===== src/rtl/hub_pkg.sv =====
// Shared hub-bus definitions: size encodings, address width and the DMA state enum.
package hub_pkg;

    localparam int HUB_AW = 16;

    localparam logic [1:0] SZ_BYTE = 2'b00;
    localparam logic [1:0] SZ_WORD = 2'b01;
    localparam logic [1:0] SZ_LONG = 2'b10;

    typedef enum logic [1:0] {
        IDLE,
        FETCH,
        ARM,
        DONE
    } dma_state_e;

endpackage


===== src/rtl/hub_slot_drv.sv =====
// Slot output gate: a hub slot's outputs are OR-combined at the top level, so
// everything is forced to zero unless this slot is selected and has a request.
module hub_slot_drv
    import hub_pkg::*;
(
    input  logic              bus_sel,
    input  logic              req,
    input  logic              we,
    input  logic [1:0]        size,
    input  logic [HUB_AW-1:0] addr,
    input  logic [31:0]       wdata,
    output logic              bus_r,
    output logic              bus_e,
    output logic              bus_w,
    output logic [1:0]        bus_s,
    output logic [HUB_AW-1:0] bus_a,
    output logic [31:0]       bus_d
);

    logic win;

    assign win = bus_sel & req;

    always_comb begin
        bus_r = win;
        bus_e = 1'b0;
        bus_w = win & we;
        bus_s = win ? size : 2'b00;
        bus_a = win ? addr : '0;
        bus_d = (win && we) ? wdata : '0;
    end

endmodule


===== src/rtl/hub_dma.sv =====
// Hub block-transfer engine occupying one cog slot; moves runs of longs between
// hub RAM and a local buffer. Optional counters enabled by HUB_DMA_STATS_EN.
module hub_dma
    import hub_pkg::*;
#(
    parameter int LEN_W  = 9,
    parameter int LOC_AW = 9
) (
    input  logic              clk_cog,
    input  logic              res,
    input  logic              ena_bus,
    input  logic              bus_sel,
    output logic              bus_r,
    output logic              bus_e,
    output logic              bus_w,
    output logic [1:0]        bus_s,
    output logic [HUB_AW-1:0] bus_a,
    output logic [31:0]       bus_d,
    input  logic [31:0]       bus_q,
    input  logic              bus_ack,
    input  logic              cmd_valid,
    output logic              cmd_ready,
    input  logic              cmd_dir,
    input  logic [HUB_AW-1:0] cmd_hub_addr,
    input  logic [LOC_AW-1:0] cmd_loc_addr,
    input  logic [LEN_W-1:0]  cmd_len,
    output logic [LOC_AW-1:0] loc_addr,
    output logic              loc_we,
    output logic [31:0]       loc_wdata,
    input  logic [31:0]       loc_rdata,
    output logic              done,
    output logic              busy
`ifdef HUB_DMA_STATS_EN
    ,
    output logic [31:0]       stat_beats,
    output logic [31:0]       stat_wait
`endif
);

    localparam logic [LOC_AW-1:0] LOC_ONE = 1;
    localparam logic [LEN_W-1:0]  LEN_ONE = 1;

    dma_state_e        state_q, state_d;
    logic              dir_q, dir_d;
    logic [HUB_AW-1:0] hub_addr_q, hub_addr_d;
    logic [LOC_AW-1:0] loc_addr_q, loc_addr_d;
    logic [LEN_W-1:0]  rem_q, rem_d;
    logic [31:0]       data_q, data_d;
    logic              fetch_ph_q, fetch_ph_d;
    logic              beat_ack;

    // The hub phase strobe is not needed: the one-hot select already marks our window.
    logic unused_ena;
    assign unused_ena = ena_bus;

    assign beat_ack  = (state_q == ARM) && bus_ack;
    assign cmd_ready = (state_q == IDLE);
    assign busy      = (state_q != IDLE);
    assign done      = (state_q == DONE);
    assign loc_addr  = loc_addr_q;
    assign loc_wdata = bus_q;

    always_comb begin
        state_d    = state_q;
        dir_d      = dir_q;
        hub_addr_d = hub_addr_q;
        loc_addr_d = loc_addr_q;
        rem_d      = rem_q;
        data_d     = data_q;
        fetch_ph_d = fetch_ph_q;
        loc_we     = 1'b0;

        case (state_q)
            IDLE: begin
                if (cmd_valid) begin
                    dir_d      = cmd_dir;
                    hub_addr_d = cmd_hub_addr & 16'hFFFC;
                    loc_addr_d = cmd_loc_addr;
                    rem_d      = cmd_len;
                    data_d     = '0;
                    fetch_ph_d = 1'b0;
                    if (cmd_len == '0) begin
                        state_d = DONE;
                    end else if (cmd_dir) begin
                        state_d = FETCH;
                    end else begin
                        state_d = ARM;
                    end
                end
            end
            // Phase 0 presents the address; the RAM answers one cycle later in phase 1.
            FETCH: begin
                if (!fetch_ph_q) begin
                    fetch_ph_d = 1'b1;
                end else begin
                    data_d     = loc_rdata;
                    fetch_ph_d = 1'b0;
                    state_d    = ARM;
                end
            end
            ARM: begin
                if (bus_ack) begin
                    loc_we     = ~dir_q;
                    hub_addr_d = hub_addr_q + 16'd4;
                    loc_addr_d = loc_addr_q + LOC_ONE;
                    rem_d      = rem_q - LEN_ONE;
                    if (rem_q == LEN_ONE) begin
                        state_d = DONE;
                    end else if (dir_q) begin
                        state_d = FETCH;
                    end else begin
                        state_d = ARM;
                    end
                end
            end
            DONE: begin
                state_d = IDLE;
            end
            default: begin
                state_d = IDLE;
            end
        endcase
    end

    always_ff @(posedge clk_cog or posedge res) begin
        if (res) begin
            state_q    <= IDLE;
            dir_q      <= 1'b0;
            hub_addr_q <= '0;
            loc_addr_q <= '0;
            rem_q      <= '0;
            data_q     <= '0;
            fetch_ph_q <= 1'b0;
        end else begin
            state_q    <= state_d;
            dir_q      <= dir_d;
            hub_addr_q <= hub_addr_d;
            loc_addr_q <= loc_addr_d;
            rem_q      <= rem_d;
            data_q     <= data_d;
            fetch_ph_q <= fetch_ph_d;
        end
    end

    hub_slot_drv u_slot_drv (
        .bus_sel (bus_sel),
        .req     (state_q == ARM),
        .we      (dir_q),
        .size    (SZ_LONG),
        .addr    (hub_addr_q),
        .wdata   (data_q),
        .bus_r   (bus_r),
        .bus_e   (bus_e),
        .bus_w   (bus_w),
        .bus_s   (bus_s),
        .bus_a   (bus_a),
        .bus_d   (bus_d)
    );

`ifdef HUB_DMA_STATS_EN
    logic [31:0] beats_q, beats_d;
    logic [31:0] wait_q, wait_d;

    // Both counters saturate rather than wrap.
    always_comb begin
        beats_d = beats_q;
        wait_d  = wait_q;
        if (beat_ack && (beats_q != 32'hFFFF_FFFF)) begin
            beats_d = beats_q + 32'd1;
        end
        if ((state_q == ARM) && (wait_q != 32'hFFFF_FFFF)) begin
            wait_d = wait_q + 32'd1;
        end
    end

    always_ff @(posedge clk_cog or posedge res) begin
        if (res) begin
            beats_q <= '0;
            wait_q  <= '0;
        end else begin
            beats_q <= beats_d;
            wait_q  <= wait_d;
        end
    end

    assign stat_beats = beats_q;
    assign stat_wait  = wait_q;
`else
    logic unused_beat_ack;
    assign unused_beat_ack = beat_ack;
`endif

endmodule


===== config.mk =====
export PLATFORM = sky130hd
export DESIGN_NAME = hub_dma
export DESIGN_NICKNAME = d
export VERILOG_FILES = /design/src/rtl/hub_pkg.sv /design/src/rtl/hub_slot_drv.sv /design/src/rtl/hub_dma.sv
export SDC_FILE = /design/constraint.sdc
export NUM_CORES = 1
export LEC_CHECK = 0
export CAP_MARGIN = 20
export CORE_UTILIZATION = 37
export DETAILED_ROUTE_END_ITERATION = 10
export GPL_ROUTABILITY_DRIVEN = 1
export GPL_TIMING_DRIVEN = 0
export PLACE_DENSITY = 0.88
export SYNTH_ARGS = -nofsm -noshare
export SYNTH_HDL_FRONTEND = slang
export SYNTH_SLANG_ARGS = --single-unit

===== constraint.sdc =====
create_clock -name clk_cog -period 2 [get_ports clk_cog]
set_input_delay 0.4 -clock clk_cog [delete_from_list [all_inputs] [get_ports clk_cog]]
set_output_delay 0.4 -clock clk_cog [all_outputs]
set_load 0.03 [all_outputs]

==> impl_results.md <==
* Die area at around 11000 um^2
* Initial Util at 0.383
* Max Buffers Root-to-Sink at 2
* Final-report hold violation count at 0
* Worst skew pair latency at about 0.34 ns
* Sw frac at 0.433
* Crit path max fanout at 6
* RSZ-0062 raised after global routing: yes
* Dominant synthesized flop cell: dfrtp_1
* Crit end category: primary output
* Dpl hpwl at ~9100 um
* Setup WS post-layout at -0.158 ns
* Antenna viol nets, final at 0
* # port buffers at ~160
* Clock Power Share at 0.149
* Register area share after synthesis at 0.428
* CTS H-tree lvls at 3
* Synthesis-to-finish area growth at 62.8%
* Mapped Avg Cell Area at around 9 um^2
* Pwr Total at approximately 0.0084 W
* Vias per cell at ~5.5
* Cell variety after synth at 51
* Most numerous cell in the Yosys netlist: dfrtp_1
* Initial antenna violation count at 0
* Post-DP Area at 5810 um^2
* Violated checks: setup timing
* Vias after detailed routing at 4276
* CP Data Required Time at around 1.6 ns
* GRT overflow at 0
* CP Launch Type: flop
* DR pass1 iterations at 6
* Largest net degree at the start of global routing at 40
* Rel. slew slack at 0.520
* Core Rows at 37
* Sw power at 0.00365 W
* Final nets at around 750
* Yosys top cell area share at 0.428
* Outcome: finished with violations
* Detailed Route Iter0 Violations at a little under 300
* Hold buffers post-CTS at 0
* Synthesis-stage register bit count at 68
* Share of layout cells above drive strength 1 at 0.310
* Combinational share of power at 0.529
* Vias in the first global route at between 4k and 5k
* First-pass GRT wire length at between 15000 and 20000 um
* Sequential cell area at 1700 um^2
* Core Area at approximately 10000 um^2
* CP Class: reg2out
* Chip width at 106 um
* Aggregate routed wire length at ~13000 um
* IR drop worst, VDD at roughly 680 uV
* # fillers at about 850
* WL/cell at roughly 17 um
* Final instance area at about 6500 um^2
* CTS buffer count at 9
* Hold Path Class: reg2reg
* Root buffer cell: clkbuf_8
* Largest area contributor in the netlist: dfrtp_1
* Final min period at 2.16 ns
* Sequential power share at 0.322
* Critical path data arrival time at ~1.8 ns
* Die Y at about 110 um
* Pwr per Cell Area at between 1000 and 1500 nW/um^2
* Actual slew at the worst max-slew pin at roughly 0.72 ns
* Top-Level Pins at approximately 200
* Tcrit/Tclk final at 1.08
* Number of flops mapped to enable cells by yosys at 0
* Slew Limit Fails at 0
* DRC at 0
* Multi-input gate area at approximately 2000 um^2
* MaxCap Viol Count at 0
* Async set or reset register ratio after synthesis at 1.00
* Count of final setup violators at 46
* Diodes inserted at 0
* Clock sinks at between 60 and 70
* Synth cell count leaders: dfrtp_1, buf_4, and2_1
* Final Wtd Congestion at 0.869
* Internal power at about 0.0048 W
* Top cells by area, synth: dfrtp_1, a22o_1, buf_4
* Clock Pin Slew Worst Setup and Hold Paths at around 0.070 ns
* Tot GR Track Use at 0.223
* Mapped Cells at 441
* Skew final at roughly 0.015 ns
* Leakage power total at ~2.9 nW
* CTS tree: yes
* Synth Warn # at 0
* Final Util at 0.624
* Max Clk Rate at 463 MHz
* Mapped cell area at between 3000 and 4000 um^2
[power groups by stage]
stage,Clock (W),Sequential [W],Combinational (W)
2_1_floorplan,0,0.00266,0.00247
3_3_place_gp,0,0.00261,0.00375
3_5_place_dp,0,0.00265,0.00388
4_1_cts,0.00128,0.00267,0.00415
5_1_grt,0.00134,0.00280,0.00479
6_report,0.00125,0.00271,0.00446
[routing by layer]
metal / GRT usage / wire length (um)
met1: 0.274 / 5100
met2: 0.374 / 6570
met3: 0.0408 / 1020
met4: 0.117 / 331
met5: 0 / 0
[flip-flops by register name (all words and copies together), names as in the netlist]
| register | cells |
|---|---|
| data_q | 32 |
| hub_addr_q | 14 |
| loc_addr | 9 |
| rem_q | 9 |
| state_q | 2 |
| dir_q | 1 |
| fetch_ph_q | 1 |
[area by class of cell]
class,instances,area share
Multi-Input combinational cell,303,0.308
Timing Repair Buffer,182,0.289
Sequential cell,68,0.263
Buffer,65,0.0743
Tap cell,136,0.0263
Clock buffer,10,0.0197
Clock inverter,6,0.0137
Inverter,8,0.00522
[cell usage in the layout (no fill, tap or decap), types with 7 or more instances in the layout]
cell type / n
o21ai_0: 21
and2_1: 11
buf_2: 11
and3_1: 7
a21oi_1: 33
o22ai_1: 9
clkbuf_8: 9
clkbuf_2: 7
nand4_1: 8
and3_4: 10
buf_6: 56
buf_4: 50
nand3_1: 11
dfrtp_1: 67
nor2_1: 33
and2_4: 25
nand2_1: 30
inv_1: 7
clkdlybuf4s50_1: 109
a22o_1: 32
[metrics by stage]
| step | std cells | hold WS, ns | worst slack, ns | setup TNS [ns] |
|---|---|---|---|---|
| floorplan | 444 | 0.458 | 0.0155 | 0 |
| global placement | 743 | 0.475 | -0.911 | -43.21 |
| detailed placement | 744 | 0.474 | -0.944 | -45.30 |
| CTS | 769 | 0.498 | -0.129 | -3.73 |
| global route | 778 | 0.502 | -0.229 | -7.66 |
| finish | 778 | 0.493 | -0.158 | -4.49 |
[repair_timing]
| item | CTS | global route |
|---|---|---|
| setup buffers | 7 | 7 |
| cloned | 2 | 3 |
| resized for setup | 396 | 46 |
| setup endpoints to repair | 53 | 62 |
| pin swaps | 17 | 8 |
[cells by family (layout without fill, tap and decap cells)]
| family | Yosys count | after routing | share of synthesized area |
|---|---|---|---|
| flip-flops | 68 | 68 | 0.428 |
| multiplexers | 4 | 4 | 0.0107 |
| other | 1 | 4 | 0.000944 |
| AND/OR/NAND/NOR | 159 | 160 | 0.207 |
| adder cells (fa/ha/maj) | 4 | 4 | 0.0126 |
| buffers and inverters | 74 | 271 | 0.111 |
| AO/OA/AOI/OAI | 131 | 131 | 0.229 |
[worst paths after layout]
| kind | startpoint | end | slack [ns] | depth (start not counted) |
|---|---|---|---|---|
| max | state_q[1]$_DFFE_PP0P_ | bus_d[29] | -0.16 | 5 |
| min | data_q[28]$_DFFE_PP0P_ | data_q[28]$_DFFE_PP0P_ | 0.49 | 1 |
| max reg2reg | state_q[1]$_DFFE_PP0P_ | hub_addr_q[11]$_DFFE_PP0P_ | 0.11 | 7 |
| min reg2reg | data_q[28]$_DFFE_PP0P_ | data_q[28]$_DFFE_PP0P_ | 0.49 | 1 |
| max in group asynchronous | res | data_q[9]$_DFFE_PP0P_ | 0.85 | 3 |
| min in group asynchronous | res | hub_addr_q[3]$_DFFE_PP0P_ | 0.52 | 2 |
[critical path, cell delays in order, from the launching register on]
cell     delay [ns]
dfrtp_2        0.46
nor2b_4        0.25
and3_4         0.32
buf_6          0.15
and2_4         0.13
buf_6          0.12
Power figures use the tool's default switching activity.
